`config.mk`:
```
export PLATFORM = sky130hd
export DESIGN_NAME = mem_responder
export DESIGN_NICKNAME = d
export VERILOG_FILES = /design/src/rtl/mem_responder.sv
export SDC_FILE = /design/constraint.sdc
export NUM_CORES = 2
export LEC_CHECK = 0
export ABC_AREA = 0
export CAP_MARGIN = 15
export CORE_ASPECT_RATIO = 1.2
export CORE_UTILIZATION = 55
export CTS_CLUSTER_SIZE = 25
export DETAILED_ROUTE_END_ITERATION = 8
export PLACE_DENSITY = 0.71
export REMOVE_ABC_BUFFERS = 1
export SLEW_MARGIN = 20
export SYNTH_ARGS = -nofsm -noshare
export SYNTH_HDL_FRONTEND = slang
export SYNTH_SLANG_ARGS = --single-unit
```
`constraint.sdc`:
```
create_clock -name clk -period 7.99 [get_ports clk]
set_input_delay 1.9975 -clock clk [delete_from_list [all_inputs] [get_ports clk]]
set_output_delay 1.9975 -clock clk [all_outputs]
set_load 0.03 [all_outputs]
```
`src/rtl/mem_responder.sv`:
```
// Memory-mapped responder: internal RAM, an output register and a free-running
// cycle counter behind a fixed-latency request/ready handshake.
module mem_responder #(
  parameter int ADDR_BITS = 8,
  parameter int WAIT      = 2
) (
  input  logic        clk,
  input  logic        rst,
  input  logic [15:0] memAddr,
  input  logic [15:0] memWrite,
  input  logic        memWE,
  input  logic        memReq,
  output logic [15:0] memRead,
  output logic        memReady,
  output logic [15:0] outPort
);

  localparam int unsigned RamWords = 1 << ADDR_BITS;
  localparam logic [15:0] AddrOut  = 16'hFFFF;
  localparam logic [15:0] AddrCyc  = 16'hFFFE;

  typedef enum logic [1:0] {S_IDLE, S_WAIT, S_RESP} state_e;

  state_e               stateQ, stateD;
  logic [3:0]           waitQ, waitD;
  logic [15:0]          addrQ, addrD;
  logic [15:0]          dataQ, dataD;
  logic                 weQ, weD;
  logic [15:0]          readQ, outQ, cycleQ;
  logic [15:0]          ram [0:RamWords-1];

  logic                 complete;
  logic [15:0]          accAddr, accData;
  logic                 accWe;
  logic                 hitOut, hitCyc, hitRam;
  logic [ADDR_BITS-1:0] ramIdx;
  logic [15:0]          readData;

  always_comb begin
    stateD   = stateQ;
    waitD    = waitQ;
    addrD    = addrQ;
    dataD    = dataQ;
    weD      = weQ;
    complete = 1'b0;
    case (stateQ)
      S_IDLE: begin
        if (memReq) begin
          addrD = memAddr;
          dataD = memWrite;
          weD   = memWE;
          if (WAIT == 0) begin
            stateD   = S_RESP;
            complete = 1'b1;
          end else begin
            stateD = S_WAIT;
            waitD  = 4'(WAIT);
          end
        end
      end
      S_WAIT: begin
        waitD = waitQ - 4'd1;
        if (waitQ == 4'd1) begin
          stateD   = S_RESP;
          complete = 1'b1;
        end
      end
      S_RESP:  stateD = S_IDLE;
      default: stateD = S_IDLE;
    endcase
  end

  // With WAIT=0 the access completes on the sampling edge, so use the live inputs
  assign accAddr = (stateQ == S_IDLE) ? memAddr  : addrQ;
  assign accData = (stateQ == S_IDLE) ? memWrite : dataQ;
  assign accWe   = (stateQ == S_IDLE) ? memWE    : weQ;

  assign hitOut = (accAddr == AddrOut);
  assign hitCyc = (accAddr == AddrCyc);
  assign hitRam = !hitOut && !hitCyc && (32'(accAddr) < RamWords);
  assign ramIdx = accAddr[ADDR_BITS-1:0];

  always_comb begin
    readData = 16'h0000;
    if (hitOut)      readData = outQ;
    else if (hitCyc) readData = cycleQ;
    else if (hitRam) readData = ram[ramIdx];
  end

  always_ff @(posedge clk or posedge rst) begin
    if (rst) begin
      stateQ <= S_IDLE;
      waitQ  <= 4'd0;
      addrQ  <= 16'h0000;
      dataQ  <= 16'h0000;
      weQ    <= 1'b0;
      readQ  <= 16'h0000;
      outQ   <= 16'h0000;
      cycleQ <= 16'h0000;
    end else begin
      stateQ <= stateD;
      waitQ  <= waitD;
      addrQ  <= addrD;
      dataQ  <= dataD;
      weQ    <= weD;
      cycleQ <= cycleQ + 16'd1;
      if (complete && !accWe) readQ <= readData;
      if (complete && accWe && hitOut) outQ <= accData;
    end
  end

  // RAM is deliberately left out of reset so preloaded contents survive it
  always_ff @(posedge clk) begin
    if (complete && accWe && hitRam && !rst) ram[ramIdx] <= accData;
  end

  assign memReady = (stateQ == S_RESP);
  assign memRead  = readQ;
  assign outPort  = outQ;

endmodule

```
==> results.sh <==
export IMPL_status="finished, violations left"
export IMPL_violations="slew limit"
export IMPL_async_flop_share_pct=2.08
export IMPL_maxSlewViolCount=8
export IMPL_path_class="input port to flip-flop"
export IMPL_p_seq_share_pct=42.4
export IMPL_dp_cells=12500
export IMPL_p_per_area_nw_per_um2=395
export IMPL_p_switching_w=0.0244
export IMPL_viasPerCell=7.07
export IMPL_initialDrtViolationCount=15000
export IMPL_p_comb_share_pct=31.0
export IMPL_fin_cells=13200
export IMPL_syn_inst=8910
export IMPL_critPathCapture="memRead[1]$_DFFE_PP0P_"
export IMPL_intPower_w=0.0435
export IMPL_clock_latency_ns=0.98
export IMPL_worstSetupStartpoint="memAddr[0]"
export IMPL_cts_repair_resized=0
export IMPL_seq_area_sq_um=125000
export IMPL_dpl_hpwl_um=260000
export IMPL_synth_edff_count=4096
export IMPL_die_area_sq_um=280000
export IMPL_core_area_sq_um=276000
export IMPL_setup_violations=0
export IMPL_ff2ff_setup_slack_ns=1.80
export IMPL_arrival_ns=7.26
export IMPL_ios=69
export IMPL_gp_congestion=1.08
export IMPL_multi_input_area_sq_um=24700
export IMPL_period_share_pct=80.0
export IMPL_finalWorstSetupSlack_ns=1.60
export IMPL_start_util_pct=55.4
export IMPL_p_clk_share_pct=26.6
export IMPL_grt_pass1_wl_um=639000
export IMPL_die_x_um=483
export IMPL_total_power_w=0.0679
export IMPL_num_rows=211
export IMPL_grt_max_degree=193
export IMPL_finalHoldViolCount=0
export IMPL_drt_first_pass_iters=8
export IMPL_numCtsBuffers=384
export IMPL_antenna_found_initial=27
export IMPL_syn_to_final_growth_pct=12.7
export IMPL_ctsHoldBuffers=0
export IMPL_synth_top_flop_cell="edfxtp_1"
export IMPL_ys_seq_elements=4183
export IMPL_grt_overflow=0
export IMPL_critPathLaunchType="input port"
export IMPL_clock_sinks=4183
export IMPL_drc=0
export IMPL_swShare_pct=36.0
export IMPL_cap_viol_max_count=0
export IMPL_tightest_slew_ns=1.50
export IMPL_hold_class="flip-flop to flip-flop"
export IMPL_ys_seq_area_share_pct=82.0
export IMPL_synth_area_sq_um=153000
export IMPL_fillers=18900
export IMPL_timing_final_crit_period_ns=6.39
export IMPL_p_leak_nw=52.5
export IMPL_io_buffers=68
export IMPL_cp_max_fo=60
export IMPL_detail_route_wl_per_cell_um=34.3
export IMPL_routed_wl_um=452000
export IMPL_clockBufferDepth=4
export IMPL_cts_clk_slew_worst_paths_ns=0.06
export IMPL_finalClockSkew_ns=0.0476
export IMPL_cts_root_buf="clkbuf_16"
export IMPL_r2r_start="stateQ[0]$_DFFE_PP0P_"
export IMPL_place_ws_ns=0.852
export IMPL_fmax_mhz=156
export IMPL_grt_util_all_layers_pct=31.9
export IMPL_post_cts_buffers=0
export IMPL_end_kind="flip-flop"
export IMPL_timing_rr_end="memRead[5]$_DFFE_PP0P_"
export IMPL_fp_dieH_um=579
export IMPL_postPlaceCellArea_sq_um=160000
export IMPL_worst_ir_drop_vdd_v=0.000440
export IMPL_mostFrequentLayoutCells="4096 x edfxtp_1, 1951 x o22ai_1, 970 x o21ai_0, 447 x buf_4, 393 x clkbuf_16"
export IMPL_synth_cell_types=60
export IMPL_slew_headroom_pct=-0.0913
export IMPL_tritoncts="yes"
export IMPL_crit_required_ns=8.85
export IMPL_final_common_cell="edfxtp_1"
export IMPL_fin_util_pct=62.4
export IMPL_cts_htree_levels=5
export IMPL_worst_r2r_path_depth=12
export IMPL_yosysWarnings=0
export IMPL_vias=93000
export IMPL_drive_gt1_share_pct=12.2
export IMPL_nNetsFinal=9256
export IMPL_grt_pass1_vias=89400
export IMPL_final_design_area_no_fill_sq_um=172000
export IMPL_rsz0062_at_grt="false"
export IMPL_final_antenna_net_count=0
export IMPL_syn_area_per_cell_sq_um=17.1
[state kept, by name, indices dropped and copies added (netlist names)]
name	cells
ram	4096
addrQ	16
cycleQ	16
dataQ	16
memRead	16
outPort	16
waitQ	4
stateQ	2
weQ	1
[kinds of logic after synthesis]
family / count (synthesis) / synth area share [%]
simple gates: 605 / 1.75
compound gates: 3424 / 13.8
xor+xnor: 15 / 0.0861
mux: 16 / 0.118
flops: 4183 / 82.0
fa+ha+maj: 3 / 0.0246
buf+inv: 664 / 2.16
[cell usage after synthesis (all sizes together), types with 5 or more instances]
cell type	n	area, sq um
mux2	16	180
nor4	55	344
a21oi	41	205
nor2	272	1030
o22a	6	52.6
nor3	8	40.0
or4	6	48.8
a22oi	40	300
o21a	11	83.8
o21ai	1007	5050
or3	15	93.8
or2	8	50.1
a41oi	239	2090
a22o	44	385
xnor2	11	96.3
nand2b	18	113
o41ai	14	123
edfxtp	4096	123000
o22ai	1951	12200
nand3	18	90.1
buf	449	2490
o221ai	5	43.8
nand2	177	664
clkbuf	204	766
nand4	13	81.3
inv	11	41.3
a221oi	50	438
dfrtp	87	2180
[worst min path at each step]
stage / slack, ns / start / depth (start not counted) / end
finish: 0.48 / dataQ[10]$_DFFE_PP0P_ / 2 / dataQ[10]$_DFFE_PP0P_
global route: 0.49 / cycleQ[15]$_DFF_PP0_ / 1 / cycleQ[15]$_DFF_PP0_
CTS: 0.48 / cycleQ[15]$_DFF_PP0_ / 1 / cycleQ[15]$_DFF_PP0_
detailed placement: 0.46 / cycleQ[15]$_DFF_PP0_ / 1 / cycleQ[15]$_DFF_PP0_
global placement: 0.46 / dataQ[6]$_DFFE_PP0P_ / 2 / dataQ[6]$_DFFE_PP0P_
floorplan: 0.44 / cycleQ[15]$_DFF_PP0_ / 1 / cycleQ[15]$_DFF_PP0_
[critical path: stages]
cell             delay [ns]
clkdlybuf4s50_1        0.54
or4_4                  0.18
o31a_2                 0.92
buf_12                 0.38
buf_4                  0.34
buf_4                  0.36
o22ai_1                0.13
o21ai_0                0.22
a41oi_1                0.36
nor4_1                 0.74
buf_4                  0.25
o22ai_1                0.08
or4_1                  0.52
a21oi_1                0.14
[metal layers]
metal | part of all wire (%) | GRT usage [%] | up-vias
met1 | 34 | 40.5 | 46800
li1 | - | - | 37800
met4 | 7.9 | 21.3 | 24
met2 | 47 | 49.5 | 6996
met3 | 12 | 7.16 | 1356
met5 | 0.040 | 0 | -
[final cells by class]
class	instances	area share (%)
timing repair buffer	574	3.04
inverter	11	0.0255
clock buffer	493	6.00
antenna	11	0.0160
sequential	4183	72.8
tap	3621	2.64
clock inverter	201	1.13
multi-input combinational	4063	14.4
[metrics by stage]
stage / setup TNS, ns / hold WS (ns)
floorplan: -4202.20 / 0.442
global placement: 0 / 0.457
detailed placement: 0 / 0.463
CTS: 0 / 0.477
global route: 0 / 0.491
finish: 0 / 0.479
[power by group through the flow]
stage	registers, W	clock network [W]	logic, W
2_1_floorplan	0.0304	0	0.00945
3_3_place_gp	0.0292	0	0.0199
3_5_place_dp	0.0292	0	0.0204
4_1_cts	0.0287	0.0181	0.0205
5_1_grt	0.0287	0.0189	0.0217
6_report	0.0288	0.0181	0.0211
No activity file was read; power rests on OpenSTA's default activity.
